**config.mk**
```make
export PLATFORM = sky130hd
export DESIGN_NAME = a_join_buf
export DESIGN_NICKNAME = d
export VERILOG_FILES = /design/src/rtl/a_join_buf_pkg.sv /design/src/rtl/a_join_buf_hs_fifo.sv /design/src/rtl/a_join_buf.sv
export SDC_FILE = /design/constraint.sdc
export NUM_CORES = 1
export LEC_CHECK = 0
export ABC_AREA = 0
export ABC_CLOCK_PERIOD_IN_PS = 3900
export BUFFER_PORTS_ARGS = -buffer_cell sky130_fd_sc_hd__buf_2
export CAP_MARGIN = 25
export CORE_ASPECT_RATIO = 2
export CORE_MARGIN = 4
export CORE_UTILIZATION = 60
export DETAILED_ROUTE_END_ITERATION = 10
export HOLD_SLACK_MARGIN = 0.05
export PLACE_DENSITY = 0.93
export SLEW_MARGIN = 20
export SYNTH_ARGS = -nofsm -noshare
export SYNTH_HDL_FRONTEND = slang
export SYNTH_SLANG_ARGS = --single-unit
```
**constraint.sdc**
```tcl
create_clock -name clk -period 3.9 [get_ports clk]
set_input_delay 0.39 -clock clk [delete_from_list [all_inputs] [get_ports clk]]
set_output_delay 0.39 -clock clk [all_outputs]
set_load 0.005 [all_outputs]
```
**src/rtl/a_join_buf_pkg.sv**
```systemverilog
// Shared definitions for the asynchronous handshake join buffer: combine opcodes and FSM states.
// Purely declarative; no timing or flow-control behaviour lives here.
// Imported by the join logic and the output sequencer.
package a_join_buf_pkg;

  localparam int OP_XOR = 0;
  localparam int OP_AND = 1;
  localparam int OP_OR  = 2;
  localparam int OP_ADD = 3;

  typedef enum logic [1:0] {
    WAIT,
    HELD,
    ACKD
  } ch_state_t;

  typedef enum logic [1:0] {
    O_IDLE,
    O_SETUP,
    O_REQ,
    O_REL
  } out_state_t;

endpackage

```
**src/rtl/a_join_buf_hs_fifo.sv**
```systemverilog
// hs_fifo: small FIFO holding joined words between the input join and the output sequencer.
// Latency: a pushed word is visible on head the cycle after the push edge.
// Backpressure: a push while full is dropped even if a pop happens on the same edge.
module hs_fifo #(
  parameter int N     = 6,
  parameter int DEPTH = 4
) (
  input  logic         clk,
  input  logic         rst,
  input  logic         push,
  input  logic         pop,
  input  logic [N-1:0] din,
  output logic         full,
  output logic         empty,
  output logic [N-1:0] head
);

  localparam int AW = (DEPTH > 1) ? $clog2(DEPTH) : 1;

  logic [N-1:0]  mem_q [DEPTH];
  logic [AW-1:0] wr_q;
  logic [AW-1:0] rd_q;
  logic [AW:0]   cnt_q;
  logic          push_ok;
  logic          pop_ok;

  assign full    = (cnt_q == (AW+1)'(DEPTH));
  assign empty   = (cnt_q == '0);
  assign head    = mem_q[rd_q];
  assign push_ok = push && !full;
  assign pop_ok  = pop && !empty;

  always_ff @(posedge clk) begin
    if (push_ok) begin
      mem_q[wr_q] <= din;
    end
  end

  // Pointers wrap naturally because DEPTH is a power of two.
  always_ff @(posedge clk or posedge rst) begin
    if (rst) begin
      wr_q  <= '0;
      rd_q  <= '0;
      cnt_q <= '0;
    end else begin
      if (push_ok) wr_q <= wr_q + 1'b1;
      if (pop_ok)  rd_q <= rd_q + 1'b1;
      case ({push_ok, pop_ok})
        2'b10:   cnt_q <= cnt_q + 1'b1;
        2'b01:   cnt_q <= cnt_q - 1'b1;
        default: cnt_q <= cnt_q;
      endcase
    end
  end

endmodule

```
**src/rtl/a_join_buf.sv**
```systemverilog
// Joins C four-phase bundled-data channels into one combined word, buffers it, and replays it four-phase.
// Latency: 4 clk edges from last in_r rise to in_a rise; out_r rises 1 cycle after out_d loads.
// Backpressure: with the buffer full all channels park in HELD with in_a low until a pop frees space.
module a_join_buf
  import a_join_buf_pkg::*;
#(
  parameter int C     = 2,
  parameter int N     = 6,
  parameter int DEPTH = 4,
  parameter int OP    = 0
) (
  input  logic           clk,
  input  logic           rst,
  input  logic [C-1:0]   in_r,
  output logic [C-1:0]   in_a,
  input  logic [C*N-1:0] in_d,
  output logic           out_r,
  input  logic           out_a,
  output logic [N-1:0]   out_d
);

  logic [C-1:0] in_r_s1_q;
  logic [C-1:0] in_r_s2_q;
  logic         out_a_s1_q;
  logic         out_a_s2_q;

  ch_state_t    ch_q   [C];
  logic [N-1:0] data_q [C];
  logic [C-1:0] in_a_q;

  out_state_t   ost_q;
  logic         out_r_q;
  logic [N-1:0] out_d_q;

  logic         all_held;
  logic         join_fire;
  logic [N-1:0] join_d;
  logic         fifo_full;
  logic         fifo_empty;
  logic [N-1:0] fifo_head;
  logic         pop;

  always_ff @(posedge clk or posedge rst) begin
    if (rst) begin
      in_r_s1_q  <= '0;
      in_r_s2_q  <= '0;
      out_a_s1_q <= 1'b0;
      out_a_s2_q <= 1'b0;
    end else begin
      in_r_s1_q  <= in_r;
      in_r_s2_q  <= in_r_s1_q;
      out_a_s1_q <= out_a;
      out_a_s2_q <= out_a_s1_q;
    end
  end

  always_comb begin
    all_held = 1'b1;
    for (int k = 0; k < C; k++) begin
      if (ch_q[k] != HELD) all_held = 1'b0;
    end
  end

  assign join_fire = all_held && !fifo_full;

  always_comb begin
    join_d = data_q[0];
    for (int k = 1; k < C; k++) begin
      case (OP)
        OP_AND:  join_d = join_d & data_q[k];
        OP_OR:   join_d = join_d | data_q[k];
        OP_ADD:  join_d = join_d + data_q[k];
        default: join_d = join_d ^ data_q[k];
      endcase
    end
  end

  // The !in_a_q guard keeps an acknowledged request from being recaptured before it is released.
  always_ff @(posedge clk or posedge rst) begin
    if (rst) begin
      in_a_q <= '0;
      for (int k = 0; k < C; k++) begin
        ch_q[k]   <= WAIT;
        data_q[k] <= '0;
      end
    end else begin
      for (int k = 0; k < C; k++) begin
        case (ch_q[k])
          WAIT: begin
            if (in_r_s2_q[k] && !in_a_q[k]) begin
              data_q[k] <= in_d[k*N +: N];
              ch_q[k]   <= HELD;
            end
          end
          HELD: begin
            if (join_fire) begin
              in_a_q[k] <= 1'b1;
              ch_q[k]   <= ACKD;
            end
          end
          ACKD: begin
            if (!in_r_s2_q[k]) begin
              in_a_q[k] <= 1'b0;
              ch_q[k]   <= WAIT;
            end
          end
          default: ch_q[k] <= WAIT;
        endcase
      end
    end
  end

  hs_fifo #(
    .N     (N),
    .DEPTH (DEPTH)
  ) u_fifo (
    .clk   (clk),
    .rst   (rst),
    .push  (join_fire),
    .pop   (pop),
    .din   (join_d),
    .full  (fifo_full),
    .empty (fifo_empty),
    .head  (fifo_head)
  );

  // The head stays in the buffer until the consumer acknowledges it.
  assign pop = (ost_q == O_REQ) && out_a_s2_q;

  always_ff @(posedge clk or posedge rst) begin
    if (rst) begin
      ost_q   <= O_IDLE;
      out_r_q <= 1'b0;
      out_d_q <= '0;
    end else begin
      case (ost_q)
        O_IDLE: begin
          if (!fifo_empty) begin
            out_d_q <= fifo_head;
            ost_q   <= O_SETUP;
          end
        end
        O_SETUP: begin
          out_r_q <= 1'b1;
          ost_q   <= O_REQ;
        end
        O_REQ: begin
          if (out_a_s2_q) begin
            out_r_q <= 1'b0;
            ost_q   <= O_REL;
          end
        end
        O_REL: begin
          if (!out_a_s2_q) ost_q <= O_IDLE;
        end
        default: ost_q <= O_IDLE;
      endcase
    end
  end

  assign in_a  = in_a_q;
  assign out_r = out_r_q;
  assign out_d = out_d_q;

endmodule
```
==> impl_results.md <==
* Max Freq at 442.6 MHz
* Initial antenna violation count at 0
* Largest family of logic cells by synthesized area: multiplexers
* Worst min path class: input port to asynchronous set/reset pin
* Min cycle time layout at 2259 ps
* Top_reg_cell synth: dfrtp_1
* DIE HEIGHT at 102.1 um
* Die Wd at between 50 and 60 um
* Xor/xnor share of the synthesized area at 3.959%
* Clock root cell: clkbuf_8
* Core Area at ~4300 sq um
* Number of flops mapped to enable cells by yosys at 24
* Mapped Cells at 160
* Area grow syn2layout at 14.28%
* Area contributors post-synth: dfrtp_1 (38%), edfxtp_1 (27%), mux2_2 (8.5%), mux4_2 (5.1%), ha_1 (4.2%)
* RePlAce Congestion at roughly 0.69
* Syn. warnings at 0
* Nets@finish at 220
* Status: completed
* Final worst path period share at between 50 and 60%
* First-pass GRT wire length at about 7400 um
* PD cells at about 830 nW/um^2
* Flops & latches, synth at between 60 and 70
* Synth Area in Compound Gates at under 10%
* Max-cap viol count at 0
* Share of cells above drive strength 1 at a little over a third
* Crit Path Max Fanout at 13
* Ant. Diodes at 0
* Clk_lat worst skew at ~330 ps
* All-Layer GR Usage at between 10% and 20%
* Share of synthesized registers carrying an async set or reset at between 60% and 70%
* RSZ-0062 raised after global routing: false
* Adder-cell share of the synthesized area at 4.995%
* Min Hold Slack at 156.5 ps
* Slew headroom at around 62%
* Register area share after synthesis at about two thirds
* Vias per Instance at roughly 5.5
* Max IR drop VDD at 0.0005447 V
* Startpoint types: register
* Clock Path Buffers at 2
* Vias at 1,381
* Slew Viols, Final at 0
* Largest area contributor in the netlist: dfrtp_1
* Multiplexer share of the synthesized area at 13.95%
* Final Skew at between 10 and 15 ps
* Endpoints failing setup at 0
* TNS Setup at 0 ps
* Port Buf Inserts at 25
* H-tree depth at 3
* Largest net degree at the start of global routing at just over 40
* Post-CTS Hold Buffers at 0
* DRC at 0
* Final hold vios at 0
* Total gr overflow at 0
* Crit Path Category: register to register
* Layout filler cell count at 284
* Starting Density at approximately 62%
* Arrival time worst endpoint at roughly 2500 ps
* Post-synth top area share at 37.70%
* DP Wirelength at 3331 um
* Number of routed nets with antenna violations at 0
* Syn avg cell area at between 15 and 20 sq um
* Number of CTS-inserted buffers at 9
* Commonest non-fill, non-tap cell in the layout: dfrtp_1
* Postcts setup bufs at 0
* Leak at about 1.3 nW
* Most frequent cells in the layout: dfrtp_1 (40), buf_2 (25), edfxtp_1 (24)
* Clock sink count at between 60 and 70
* Net Count, Synth at 187
* I/O Pins at 26
* Post-Synth Simple-Gate Area at around 5.0%
* Crit. End Element: register
* CTS tree: yes
* Routed WL per cell at around 17 um
* Distinct cells, synth at 30
* Worst slew pin tran at 567.5 ps
* Placement Rows at 34
* Initial DRC Count at 18
* WP data required at roughly 4100 ps
* Pre-Repair DR Iteration Count at 4
* Routed WL at 4358 um
* Synth Cell Area at roughly 2700 sq um
* Resized Gates After CTS at 0
* Vias in the first global route at approximately 1,600
* Overall die area at between 5000 and 6000 sq um
* Worst-path clk slew at 70 ps
## sequential cells by signal, summed over array words and instances, names as in the netlist, 3 cells and up
signal	count
data_q	12
u_fifo.cnt_q	3
u_fifo.mem_q	24
out_d	6
ch_q	4
## layout make-up
cell class                      instances  area [sq um]  area share, %
Sequential cell                        64          1722          56.74
Multi-Input combinational cell         78         849.6          28.00
Timing Repair Buffer                   26         132.6          4.371
Clock buffer                            9         123.9          4.082
Clock inverter                          7         86.33          2.845
Tap cell                               54         67.56          2.227
Inverter                               14         52.55          1.732
## worst max-delay path: stages, from the launching register on
cell and delay [ps]:
dfrtp_1 440, nand2b_4 180, a311oi_4 550, inv_1 120
ha_1 230, inv_1 70, fa_1 170, xor2_1 170
nor2_1 80, xor2_1 140
## per-stage QoR
| step | utilization (%) | worst slack (ps) | std cells | total power, mW | cell area, sq um |
|---|---|---|---|---|---|
| after global placement | 65.73 | 1832 | 236 | 1.825 | 2824 |
| after CTS | 70.62 | 1626 | 252 | 2.537 | 3034 |
| after floorplan | - | 1953 | 160 | 1.729 | 2655 |
| final | 70.62 | 1641 | 252 | 2.509 | 3034 |
| after global routing | 70.62 | 1485 | 252 | 2.667 | 3034 |
| after detailed placement | 65.73 | 1645 | 236 | 1.938 | 2824 |
## cells by family (layout without fill, tap and decap cells)
family / after synthesis / after routing
and+or+nand+nor: 18 / 18
AOI/OAI and AO/OA: 11 / 11
adders and majority gates: 10 / 10
DFF: 64 / 64
buffers and inverters: 18 / 56
muxes: 27 / 27
xor gates and xnor gates: 12 / 12
## worst paths after layout
check,start,to,slack (ps),depth (start not counted)
setup / recovery,ch_q[3],u_fifo.cnt_q[2],1640,9
min in group clk,out_a,out_a_s1_q,160,1
setup reg to reg,ch_q[3],u_fifo.cnt_q[2],1640,9
hold reg to reg,in_r_s1_q[1],in_r_s2_q[1],360,0
hold / removal,rst,u_fifo.cnt_q[2],160,3
max in group asynchronous,rst,ch_q[2],3370,3
## report_power, final
part	total (mW)	leakage, nW	switching [mW]	internal [mW]
Sequential	1.18	0.689	0.188	0.993
Clock	0.592	0.108	0.238	0.354
Combinational	0.736	0.490	0.349	0.387
Total	2.51	1.29	0.775	1.73
## synthesized netlist by cell type, types with 3 or more instances
cell type / number
dfrtp_1: 40
edfxtp_1: 24
mux2_2: 20
inv_1: 14
ha_1: 9
xor2_1: 9
mux4_2: 6
and2_1: 4
nor2_1: 3
xnor2_1: 3
## routing by layer
metal  part of all wire [%]  wire [um]  vias up  GRT usage (%)
li1                       -          -      635              -
met1                     32       1385      699          18.82
met2                     61       2643       34          34.12
met3                    4.4        190       13          5.547
met4                    3.2        139        0          12.55
met5                      0          0        -              0
(Power assumes the default switching activity.)
